==> config.mk <==
export PLATFORM = sky130hd
export DESIGN_NAME = sonar_ranger
export DESIGN_NICKNAME = d
export VERILOG_FILES = /design/src/rtl/sonar_ranger.sv
export SDC_FILE = /design/constraint.sdc
export NUM_CORES = 1
export LEC_CHECK = 0
export CAP_MARGIN = 20
export CORE_UTILIZATION = 48
export DETAILED_ROUTE_END_ITERATION = 7
export PLACE_DENSITY_LB_ADDON = 0.3
export SYNTH_ARGS = -nofsm -noshare
export SYNTH_HDL_FRONTEND = slang
export SYNTH_SLANG_ARGS = --single-unit
==> constraint.sdc <==
create_clock -name clk -period 6.91 [get_ports clk]
set_input_delay 1.382 -clock clk [delete_from_list [all_inputs] [get_ports clk]]
set_output_delay 1.382 -clock clk [all_outputs]
set_load 0.05 [all_outputs]
==> src/rtl/sonar_ranger.sv <==
// sonar_ranger: HC-SR04 style trigger/echo ranging controller.
// Optional echo deglitch filter enabled by SONAR_DEGLITCH_EN.
module sonar_ranger #(
  parameter int unsigned CLKS_PER_US = 50,
  parameter int unsigned TRIG_US     = 10,
  parameter int unsigned TIMEOUT_US  = 30000,
  parameter int unsigned HOLDOFF_US  = 60000
) (
  input  logic        clk,
  input  logic        reset,
  input  logic        start,
  input  logic        echo,
  output logic        trig,
  output logic        busy,
  output logic        done,
  output logic        timeout,
  output logic [31:0] echo_us
);

  localparam int unsigned PW = $clog2(CLKS_PER_US);
  localparam logic [PW-1:0] PRE_MAX = PW'(CLKS_PER_US - 1);
  localparam logic [31:0] TRIG_LAST = 32'(TRIG_US - 1);
  localparam logic [31:0] TO_LAST   = 32'(TIMEOUT_US - 1);
  localparam logic [31:0] TO_VAL    = 32'(TIMEOUT_US);
  localparam logic [31:0] HO_LAST   = 32'(HOLDOFF_US - 1);

  typedef enum logic [2:0] {
    S_IDLE,
    S_TRIG,
    S_WAIT,
    S_MEAS,
    S_DONE,
    S_HOLD
  } state_t;

  state_t state_q, state_d;
  logic [PW-1:0] pre_q;
  logic [31:0] cnt_q;
  logic [31:0] echo_us_q;
  logic timeout_q;
  logic s1_q, s2_q;
  logic echo_f;
  logic tick;
  logic pre_clr, cnt_clr, cnt_inc;
  logic res_ld, res_to;
  logic [31:0] res_us;

  // Two-flop synchronizer for the asynchronous echo pin
  always_ff @(posedge clk) begin
    if (!reset) begin
      s1_q <= 1'b0;
      s2_q <= 1'b0;
    end else begin
      s1_q <= echo;
      s2_q <= s1_q;
    end
  end

`ifdef SONAR_DEGLITCH_EN
  logic [2:0] hist_q;
  logic filt_q;

  // Filtered echo follows only after four equal consecutive samples
  always_comb begin
    echo_f = filt_q;
    if (hist_q == {3{s2_q}}) echo_f = s2_q;
  end

  // Sample history and held filter output
  always_ff @(posedge clk) begin
    if (!reset) begin
      hist_q <= 3'b000;
      filt_q <= 1'b0;
    end else begin
      hist_q <= {hist_q[1:0], s2_q};
      filt_q <= echo_f;
    end
  end
`else
  // Without the filter the synchronized echo drives decisions directly
  always_comb begin
    echo_f = s2_q;
  end
`endif

  assign tick = (pre_q == PRE_MAX);

  // Microsecond prescaler, restarted on each timed state entry
  always_ff @(posedge clk) begin
    if (!reset) begin
      pre_q <= '0;
    end else if (pre_clr || tick) begin
      pre_q <= '0;
    end else begin
      pre_q <= pre_q + 1'b1;
    end
  end

  // Microsecond counter shared by all timed states
  always_ff @(posedge clk) begin
    if (!reset) begin
      cnt_q <= '0;
    end else if (cnt_clr) begin
      cnt_q <= '0;
    end else if (cnt_inc) begin
      cnt_q <= cnt_q + 32'd1;
    end
  end

  // Next-state and result capture decisions
  always_comb begin
    state_d = state_q;
    pre_clr = 1'b0;
    cnt_clr = 1'b0;
    cnt_inc = 1'b0;
    res_ld  = 1'b0;
    res_to  = 1'b0;
    res_us  = '0;
    unique case (state_q)
      S_IDLE: begin
        if (start) begin
          state_d = S_TRIG;
          pre_clr = 1'b1;
          cnt_clr = 1'b1;
        end
      end
      S_TRIG: begin
        if (tick && cnt_q == TRIG_LAST) begin
          state_d = S_WAIT;
          pre_clr = 1'b1;
          cnt_clr = 1'b1;
        end else if (tick) begin
          cnt_inc = 1'b1;
        end
      end
      S_WAIT: begin
        if (echo_f) begin
          state_d = S_MEAS;
          pre_clr = 1'b1;
          cnt_clr = 1'b1;
        end else if (tick && cnt_q == TO_LAST) begin
          state_d = S_DONE;
          res_ld  = 1'b1;
          res_to  = 1'b1;
        end else if (tick) begin
          cnt_inc = 1'b1;
        end
      end
      S_MEAS: begin
        // The rise cycle belongs to the pulse, so a tick on the
        // falling cycle still counts toward the width.
        if (!echo_f) begin
          state_d = S_DONE;
          res_ld  = 1'b1;
          res_us  = cnt_q + (tick ? 32'd1 : 32'd0);
        end else if (tick && cnt_q == TO_LAST) begin
          state_d = S_DONE;
          res_ld  = 1'b1;
          res_us  = TO_VAL;
          res_to  = 1'b1;
        end else if (tick) begin
          cnt_inc = 1'b1;
        end
      end
      S_DONE: begin
        state_d = S_HOLD;
        pre_clr = 1'b1;
        cnt_clr = 1'b1;
      end
      S_HOLD: begin
        if (tick && cnt_q == HO_LAST) begin
          state_d = S_IDLE;
        end else if (tick) begin
          cnt_inc = 1'b1;
        end
      end
      default: state_d = S_IDLE;
    endcase
  end

  // State and result registers; results show during the done cycle
  always_ff @(posedge clk) begin
    if (!reset) begin
      state_q   <= S_IDLE;
      echo_us_q <= '0;
      timeout_q <= 1'b0;
    end else begin
      state_q <= state_d;
      if (res_ld) begin
        echo_us_q <= res_us;
        timeout_q <= res_to;
      end
    end
  end

  assign trig    = (state_q == S_TRIG) & reset;
  assign busy    = (state_q != S_IDLE);
  assign done    = (state_q == S_DONE);
  assign timeout = timeout_q;
  assign echo_us = echo_us_q;

endmodule

==> results.py, run 1 <==
metrics = {
    "floorplan": {
        "io_pins": 40,
        "coreArea_sq_um": 8220,
        "die_w_um": 94,
        "rows": 33,
        "die_area_sq_um": 8840,
        "start_util": 0.494,
        "die_h_um": 94,
    },
    "cells_and_area": {
        "final_common_cell": "dfxtp_1",
        "nets": 533,
        "multi_input_area_sq_um": 2310,
        "fin_cells": 633,
        "syn_to_final_growth_pct": 14.5,
        "seq_area_sq_um": 1520,
        "nFillCells": 778,
        "drive_gt1_frac": 0.0739,
        "final_cell_mix": "dfxtp_1 (76), nand2_1 (68), nor2_1 (50), clkdlybuf4s50_1 (39), o21ai_0 (36)",
        "n_antenna_cell": 0,
    },
    "clock_tree": {
        "insertion_delay_ns": 0.36,
        "cts_made_buffers": 9,
        "h-tree-depth": 3,
        "clockBufferDepth": 2,
        "clock-root-buffer": "clkbuf_8",
        "cts_resized": 0,
        "post_cts_buffers": 0,
        "ctsHoldBuffers": 0,
        "cts.clk_slew.worst_paths_ns": 0.09,
        "tritoncts": "built",
        "clock-sinks": 76,
    },
    "worst_setup_path": {
        "rr_worst_depth": 13,
        "worstSetupStartpointType": "input port",
        "worstPathArrival_ns": 3.04,
        "critPathCaptureType": "output pin",
        "crit_fanout": 9,
        "required_ns": 5.53,
        "path_class": "in -> out",
    },
    "run_status": {
        "status": "completed",
    },
    "global_route": {
        "grtUsageTotal": 0.240,
        "grt_pass1_wl_mm": 16.4,
        "grt_max_degree": 31,
        "gr-total-overflow": 0,
        "grt_pass1_vias": 3241,
        "antenna_found_initial": 0,
    },
    "placed_design": {
        "gp_congestion": 0.941,
        "dpl.cell_count": 616,
        "dpl.hpwl_mm": 7.41,
        "io_buffer_count": 39,
    },
    "pwr": {
        "p_per_area_nw_per_um2": 189,
        "power_mw": 0.878,
        "irDropWorstVdd_uv": 101,
        "p_leak_nw": 1.51,
    },
    "detailed_routing": {
        "ant_nets": 0,
        "viasPerCell": 5.77,
        "drc": 0,
        "wl_mm": 9.97,
        "dr.first_iter.drc_count": 345,
        "vias": 3653,
        "wl_per_cell_um": 15.8,
        "drtPass1Iterations": 5,
    },
    "timing": {
        "finalSetupViolCount": 0,
        "relSlewSlack": 0.568,
        "max_freq_mhz": 226,
        "period_minus_slack_ns": 4.42,
        "hold_viol_final": 0,
        "fin_crit_sh": 0.640,
        "fin_worst_skew_ns": 0.0114,
        "slew_viol_final": 0,
        "tns_ns": 0,
        "tightest_slew_ns": 0.642,
        "whs_ns": 0.449,
        "rsz0062_at_grt": "no",
    },
    "logic_synthesis": {
        "synth_nets": 515,
        "synthAdderAreaFrac": 0.0185,
        "synth_top_family_by_area": "simple AND/OR/NAND/NOR gates",
        "synthXorXnorAreaFrac": 0.106,
        "ys_types": 50,
        "synthSimpleGateAreaFrac": 0.310,
        "yosysSeqAreaShare": 0.374,
        "synth-edff-count": 0,
        "yosys_warnings": 0,
        "syn_area_per_cell_sq_um": 8.04,
        "synth_area_sq_um": 4060,
        "synth-main-ff-cell": "dfxtp_1",
        "synth_cells": 505,
        "synthArstFlopShare": 0,
        "synthMuxAreaShare": 0,
        "synth_compound_area_frac": 0.132,
        "ys_ff_latch": 76,
    },
    "hold_path": {
        "min_path_cells": 1,
        "hp-class": "reg -> reg",
    },
    "run": {
        "max-cap-violations": 0,
    },
}
[synth_stat cells, types with 7 or more instances]
cell	count	area share
a21oi_1	23	0.028
and3_1	9	0.014
buf_2	16	0.020
buf_4	9	0.017
clkbuf_1	8	0.0074
dfxtp_1	76	0.37
inv_1	10	0.0092
nand2_1	68	0.063
nand3_1	21	0.026
nand4_1	16	0.025
nor2_1	50	0.046
nor3_1	19	0.023
nor4_1	7	0.011
o21ai_0	36	0.044
or3_1	15	0.023
or4_1	7	0.013
xnor2_1	21	0.045
xor2_1	28	0.060
[kinds of logic (layout without fill, tap and decap cells)]
group                      Yosys count  after routing
DFF                                 76             76
and+or+nand+nor                    240            240
xor gates and xnor gates            49             49
adders and majority gates            6              6
AOI/OAI and AO/OA                   89             89
buffers and inverters               45             68
[state kept, by name, summed over array words and instances, names as in the netlist]
name	cells
echo_us	32
echo_f	1
pre_q	6
cnt_q	32
timeout	1
s1_q	1
state_q	3
[through the flow]
| stage | worst slack (ns) | area, sq um | util |
|---|---|---|---|
| floorplan | 3.19 | 4060 | - |
| global placement | 2.51 | 4400 | 0.535 |
| detailed placement | 2.50 | 4420 | 0.538 |
| CTS | 2.50 | 4650 | 0.566 |
| global route | 2.40 | 4650 | 0.566 |
| finish | 2.49 | 4650 | 0.566 |
[report_power, final]
| part | total [mW] | switching [mW] | internal [mW] |
|---|---|---|---|
| Clock | 0.381 | 0.176 | 0.206 |
| Combinational | 0.0512 | 0.0356 | 0.0156 |
| Sequential | 0.445 | 0.00463 | 0.440 |
[critical path, cell delays in order]
cell and delay [ns]:
clkdlybuf4s50_1 0.64, nand2b_1 0.11, nor2_1 0.09, clkdlybuf4s50_1 0.81
[area by class of cell]
| cell class | count | area share |
|---|---|---|
| clock buffers | 9 | 0.0266 |
| clock inverters | 7 | 0.0215 |
| inverters | 10 | 0.00807 |
| multi-input cells | 384 | 0.496 |
| flip-flops and latches | 76 | 0.327 |
| well taps | 105 | 0.0282 |
| repair buffers | 42 | 0.0925 |
[final timing paths]
kind	from	end	slack (ns)
max	reset	trig	2.49
min	s1_q	echo_f	0.45
max reg2reg	pre_q[0]	echo_us[18]	3.59
min reg2reg	s1_q	echo_f	0.45
[layer usage]
metal	global-route usage	vias to the layer above	routed length, um
met1	0.340	1683	4650
met5	0	-	0
li1	-	1801	-
met2	0.350	147	4360
met3	0.0372	22	654
met4	0.122	0	305
No activity file was read; power rests on OpenSTA's default activity.
==> run 2, diff against run 1 <==
==> constraint.sdc (replaced) <==
create_clock -name clk -period 3.65 [get_ports clk]
set_input_delay 0.73 -clock clk [delete_from_list [all_inputs] [get_ports clk]]
set_output_delay 0.73 -clock clk [all_outputs]
set_load 0.05 [all_outputs]
==> run 2 against run 1 <==
Compared with the run above:
- register-to-register slack got worse by 2.9 ns
- worst setup slack got worse by 2.0 ns
- critical path depth did not move
- flip-flop and latch count did not move
- core utilization rose by 0.24 points
- final area rose by 0.43%
- die area did not move
- largest cell class unchanged
- worst hold slack improved by 0.0016 ns
- largest power group is now the clock network
- sequential share of layout area fell by 0.14 points
==> results.py, run 2 (synthesis results as in run 1) <==
metrics = {
    "worst_setup_path": {
        "cpPeakStageDelay_ns": 0.81,
        "slowest_stage": "clkdlybuf4s50_1",
        "crit_chain": "clkdlybuf4s50_1 -> nand2b_1 -> nor2_1 -> clkdlybuf4s50_1",
        "required_ns": 2.92,
        "worstSetupStartpointType": "input port",
        "path_class": "in -> out",
        "crit_buf_inv": 2,
        "path_common_cell": "clkdlybuf4s50_1",
        "crit_fanout": 9,
        "worstPathArrival_ns": 2.40,
        "crit_family": "buffers and inverters",
        "critPathCaptureType": "output pin",
    },
    "timing": {
        "relSlewSlack": 0.504,
        "rsz0062_at_grt": "no",
        "period_minus_slack_ns": 3.13,
        "finalSetupViolCount": 0,
        "tns_ns": 0,
        "max_freq_mhz": 319,
        "fin_crit_sh": 0.858,
        "whs_ns": 0.451,
        "slew_viol_final": 0,
        "tightest_slew_ns": 0.738,
        "hold_viol_final": 0,
        "fin_worst_skew_ns": 0.0132,
    },
    "pwr": {
        "power_switching_share": 0.224,
        "internal_power_mw": 1.38,
        "irDropWorstVdd_uv": 182,
        "p_comb_frac": 0.052,
        "p_leak_nw": 1.52,
        "seqPwrFrac": 0.473,
        "p_per_area_nw_per_um2": 381,
        "clock_power_share": 0.475,
        "switchingPower_mw": 0.400,
    },
    "floorplan": {
        "start_util": 0.494,
        "coreArea_sq_um": 8220,
        "rows": 33,
        "io_pins": 40,
        "die_area_sq_um": 8840,
        "die_h_um": 94,
        "die_w_um": 94,
    },
    "global_route": {
        "grt_pass1_vias": 3343,
        "grtUsageTotal": 0.255,
        "gr-total-overflow": 0,
        "antenna_found_initial": 0,
        "grt_max_degree": 32,
        "grt_pass1_wl_mm": 17.1,
    },
    "placed_design": {
        "io_buffer_count": 39,
        "dpl.hpwl_mm": 7.67,
        "gp_congestion": 0.911,
        "placed_area_sq_um": 4410,
    },
    "cells_and_area": {
        "nFillCells": 749,
        "drive_gt1_frac": 0.0721,
        "final_cell_mix": "dfxtp_1 (76), nand2_1 (68), nor2_1 (50), clkdlybuf4s50_1 (39), o21ai_0 (36)",
        "syn_to_final_growth_pct": 15.0,
        "final_common_cell": "dfxtp_1",
        "utilization": 0.569,
        "multi_input_area_sq_um": 2310,
        "nets": 533,
        "seq_area_sq_um": 1520,
        "n_antenna_cell": 0,
        "fin_area_sq_um": 4670,
    },
    "clock_tree": {
        "h-tree-depth": 3,
        "insertion_delay_ns": 0.37,
        "clock-sinks": 76,
        "clock-root-buffer": "clkbuf_8",
        "clockBufferDepth": 2,
        "cts_resized": 0,
        "ctsHoldBuffers": 0,
        "post_cts_buffers": 0,
        "cts_made_buffers": 9,
        "cts.clk_slew.worst_paths_ns": 0.08,
        "tritoncts": "built",
    },
    "detailed_routing": {
        "dr.first_iter.drc_count": 297,
        "vias": 3761,
        "drc": 0,
        "ant_nets": 0,
        "viasPerCell": 5.95,
        "wl_per_cell_um": 16.7,
        "wl_mm": 10.6,
        "drtPass1Iterations": 5,
    },
    "run_status": {
        "status": "completed",
    },
    "hold_path": {
        "hp-class": "reg -> reg",
    },
    "run": {
        "max-cap-violations": 0,
    },
}
[run 2: power groups by stage]
stage,sequential [mW],clock (mW),combinational (mW)
after floorplan,0.858,0,0.0788
after global placement,0.862,0,0.0904
after detailed placement,0.862,0,0.0918
after CTS,0.843,0.857,0.0925
after global routing,0.844,0.891,0.102
final,0.843,0.845,0.0928
[run 2: metrics by stage]
step | cells | setup WS, ns | power [mW]
floorplan | 505 | 0.887 | 0.937
global placement | 617 | 0.560 | 0.952
detailed placement | 617 | 0.528 | 0.954
CTS | 632 | 0.530 | 1.79
global route | 632 | 0.445 | 1.84
finish | 632 | 0.520 | 1.78
[run 2: worst paths after layout]
check,start,endpoint,slack (ns),cells after the start
worst max-delay path,reset,trig,0.52,4
worst min-delay path,s1_q,echo_f,0.45,1
worst max register to register,pre_q[0],echo_us[13],0.71,11
worst min register to register,s1_q,echo_f,0.45,1
[run 2: worst reg2reg max path, delay by kind of cell (launching register included)]
family | cells | cell delay (ns)
buffers and inverters | 1 | 0.21
AND/OR/NAND/NOR | 6 | 1.51
AO/OA/AOI/OAI | 1 | 0.15
adder cells (fa/ha/maj) | 2 | 0.39
XOR/XNOR | 1 | 0.23
flip-flops | 1 | 0.38
[run 2: layout make-up]
| class | count | area share |
|---|---|---|
| Timing Repair Buffer | 42 | 0.0884 |
| Multi-Input combinational cell | 384 | 0.494 |
| Tap cell | 105 | 0.0281 |
| Clock buffer | 9 | 0.0265 |
| Sequential cell | 76 | 0.326 |
| Clock inverter | 6 | 0.0295 |
| Inverter | 10 | 0.00803 |
[run 2: metal layers]
layer	share of wire	track usage	vias up
li1	-	-	1806
met1	0.47	0.346	1777
met2	0.45	0.395	157
met3	0.061	0.0469	21
met4	0.023	0.105	0
met5	0	0	-
==> run 3, diff against run 2 <==
--- a/config.mk
+++ b/config.mk
@@ -6,6 +6,7 @@
 export NUM_CORES = 1
 export LEC_CHECK = 0
 export CAP_MARGIN = 20
+export CORE_MARGIN = 4
 export CORE_UTILIZATION = 48
 export DETAILED_ROUTE_END_ITERATION = 7
 export PLACE_DENSITY_LB_ADDON = 0.3
==> run 3 against run 2 <==
Compared with the run above:
- flip-flop and latch count is the same
- power is 8.4% lower
- critical endpoint unchanged
- critical path type unchanged
- final area fell by 1.0%
- register-to-register slack about the same
- highest routed layer unchanged
- fmax fell by 0.37%
- first-iteration DRC count decreased by 22%
- global-route usage is 3.8 points lower
- routed wire length about the same
- die area is 13% higher
- sequential power barely moved
- clock power decreased by 18%
- largest cell class unchanged
==> results.py, run 3 (synthesis results as in run 1) <==
metrics = {
    "clock_tree": {
        "clockBufferDepth": 2,
        "clock-sinks": 76,
        "cts_made_buffers": 9,
        "post_cts_buffers": 0,
        "cts.clk_slew.worst_paths_ns": 0.08,
        "clock-root-buffer": "clkbuf_8",
        "h-tree-depth": 3,
        "tritoncts": "built",
        "cts_resized": 0,
        "ctsHoldBuffers": 0,
        "insertion_delay_ns": 0.35,
    },
    "floorplan": {
        "io_pins": 40,
        "die_h_um": 100,
        "die_area_sq_um": 10000,
        "coreArea_sq_um": 8220,
        "start_util": 0.494,
        "rows": 33,
        "die_w_um": 100,
    },
    "worst_setup_path": {
        "crit_fanout": 9,
        "slowest_stage": "clkdlybuf4s50_1",
        "critPathCaptureType": "output pin",
        "required_ns": 2.92,
        "crit_chain": "clkdlybuf4s50_1 -> nand2b_1 -> nor2_1 -> clkdlybuf4s50_1",
        "worstSetupStartpointType": "input port",
        "cpPeakStageDelay_ns": 0.83,
        "crit_buf_inv": 2,
        "worstPathArrival_ns": 2.41,
        "crit_family": "buffers and inverters",
        "path_class": "in -> out",
        "path_common_cell": "clkdlybuf4s50_1",
    },
    "pwr": {
        "p_comb_frac": 0.056,
        "clock_power_share": 0.427,
        "p_leak_nw": 1.50,
        "irDropWorstVdd_uv": 176,
        "switchingPower_mw": 0.389,
        "seqPwrFrac": 0.517,
        "power_switching_share": 0.239,
        "internal_power_mw": 1.24,
        "p_per_area_nw_per_um2": 353,
    },
    "detailed_routing": {
        "viasPerCell": 5.84,
        "ant_nets": 0,
        "drtPass1Iterations": 5,
        "drc": 0,
        "dr.first_iter.drc_count": 233,
        "vias": 3691,
        "wl_mm": 10.6,
        "wl_per_cell_um": 16.7,
    },
    "timing": {
        "rsz0062_at_grt": "no",
        "tightest_slew_ns": 0.676,
        "max_freq_mhz": 318,
        "slew_viol_final": 0,
        "fin_worst_skew_ns": 0.0135,
        "period_minus_slack_ns": 3.14,
        "hold_viol_final": 0,
        "fin_crit_sh": 0.861,
        "finalSetupViolCount": 0,
        "tns_ns": 0,
        "relSlewSlack": 0.545,
    },
    "global_route": {
        "antenna_found_initial": 0,
        "grt_max_degree": 32,
        "grt_pass1_vias": 3380,
        "grtUsageTotal": 0.217,
        "gr-total-overflow": 0,
        "grt_pass1_wl_mm": 17.3,
    },
    "cells_and_area": {
        "final_cell_mix": "dfxtp_1 (76), nand2_1 (68), nor2_1 (50), clkdlybuf4s50_1 (39), o21ai_0 (36)",
        "nets": 533,
        "final_common_cell": "dfxtp_1",
        "drive_gt1_frac": 0.0721,
        "fin_area_sq_um": 4630,
        "n_antenna_cell": 0,
        "syn_to_final_growth_pct": 13.9,
    },
    "hold_path": {
        "hp-class": "reg -> reg",
    },
    "run_status": {
        "status": "completed",
    },
    "run": {
        "max-cap-violations": 0,
    },
    "placed_design": {
        "dpl.hpwl_mm": 7.95,
        "placed_area_sq_um": 4410,
        "gp_congestion": 0.931,
        "io_buffer_count": 39,
    },
}
## run 3: stage by stage
step	instances	util	hold slack (ns)	power, mW	worst slack, ns
3_5_place_dp	617	0.537	0.431	0.954	0.525
4_1_cts	632	0.563	0.450	1.64	0.523
5_1_grt	632	0.563	0.463	1.68	0.394
6_report	632	0.563	0.447	1.63	0.508
2_1_floorplan	505	-	0.412	0.937	0.887
3_3_place_gp	617	0.537	0.430	0.952	0.545
## run 3: power groups by stage
stage	Combinational, mW	Clock (mW)	Sequential [mW]
after floorplan	0.0788	0	0.858
after global placement	0.0904	0	0.862
after detailed placement	0.0921	0	0.862
after CTS	0.0925	0.709	0.842
after global routing	0.101	0.739	0.844
final	0.0917	0.697	0.843
## run 3: final timing paths
check | startpoint | to | slack (ns) | cells after the start
max | reset | trig | 0.51 | 4
min | s1_q | echo_f | 0.45 | 1
max reg2reg | pre_q[0] | echo_us[18] | 0.71 | 13
min reg2reg | s1_q | echo_f | 0.45 | 1
## run 3: cell type report
| type | instances | area [sq um] |
|---|---|---|
| clock buffer | 9 | 124 |
| clock inverter | 6 | 90.1 |
| fill | 794 | 3590 |
| inverter | 10 | 37.5 |
| multi-input combinational | 384 | 2310 |
| sequential | 76 | 1520 |
| tap | 105 | 131 |
| timing repair buffer | 42 | 413 |
## run 3: metal layers
layer,track usage,wire length [um]
met5,0,0
met4,0.0560,144
met3,0.0375,584
met2,0.351,4910
met1,0.301,4920
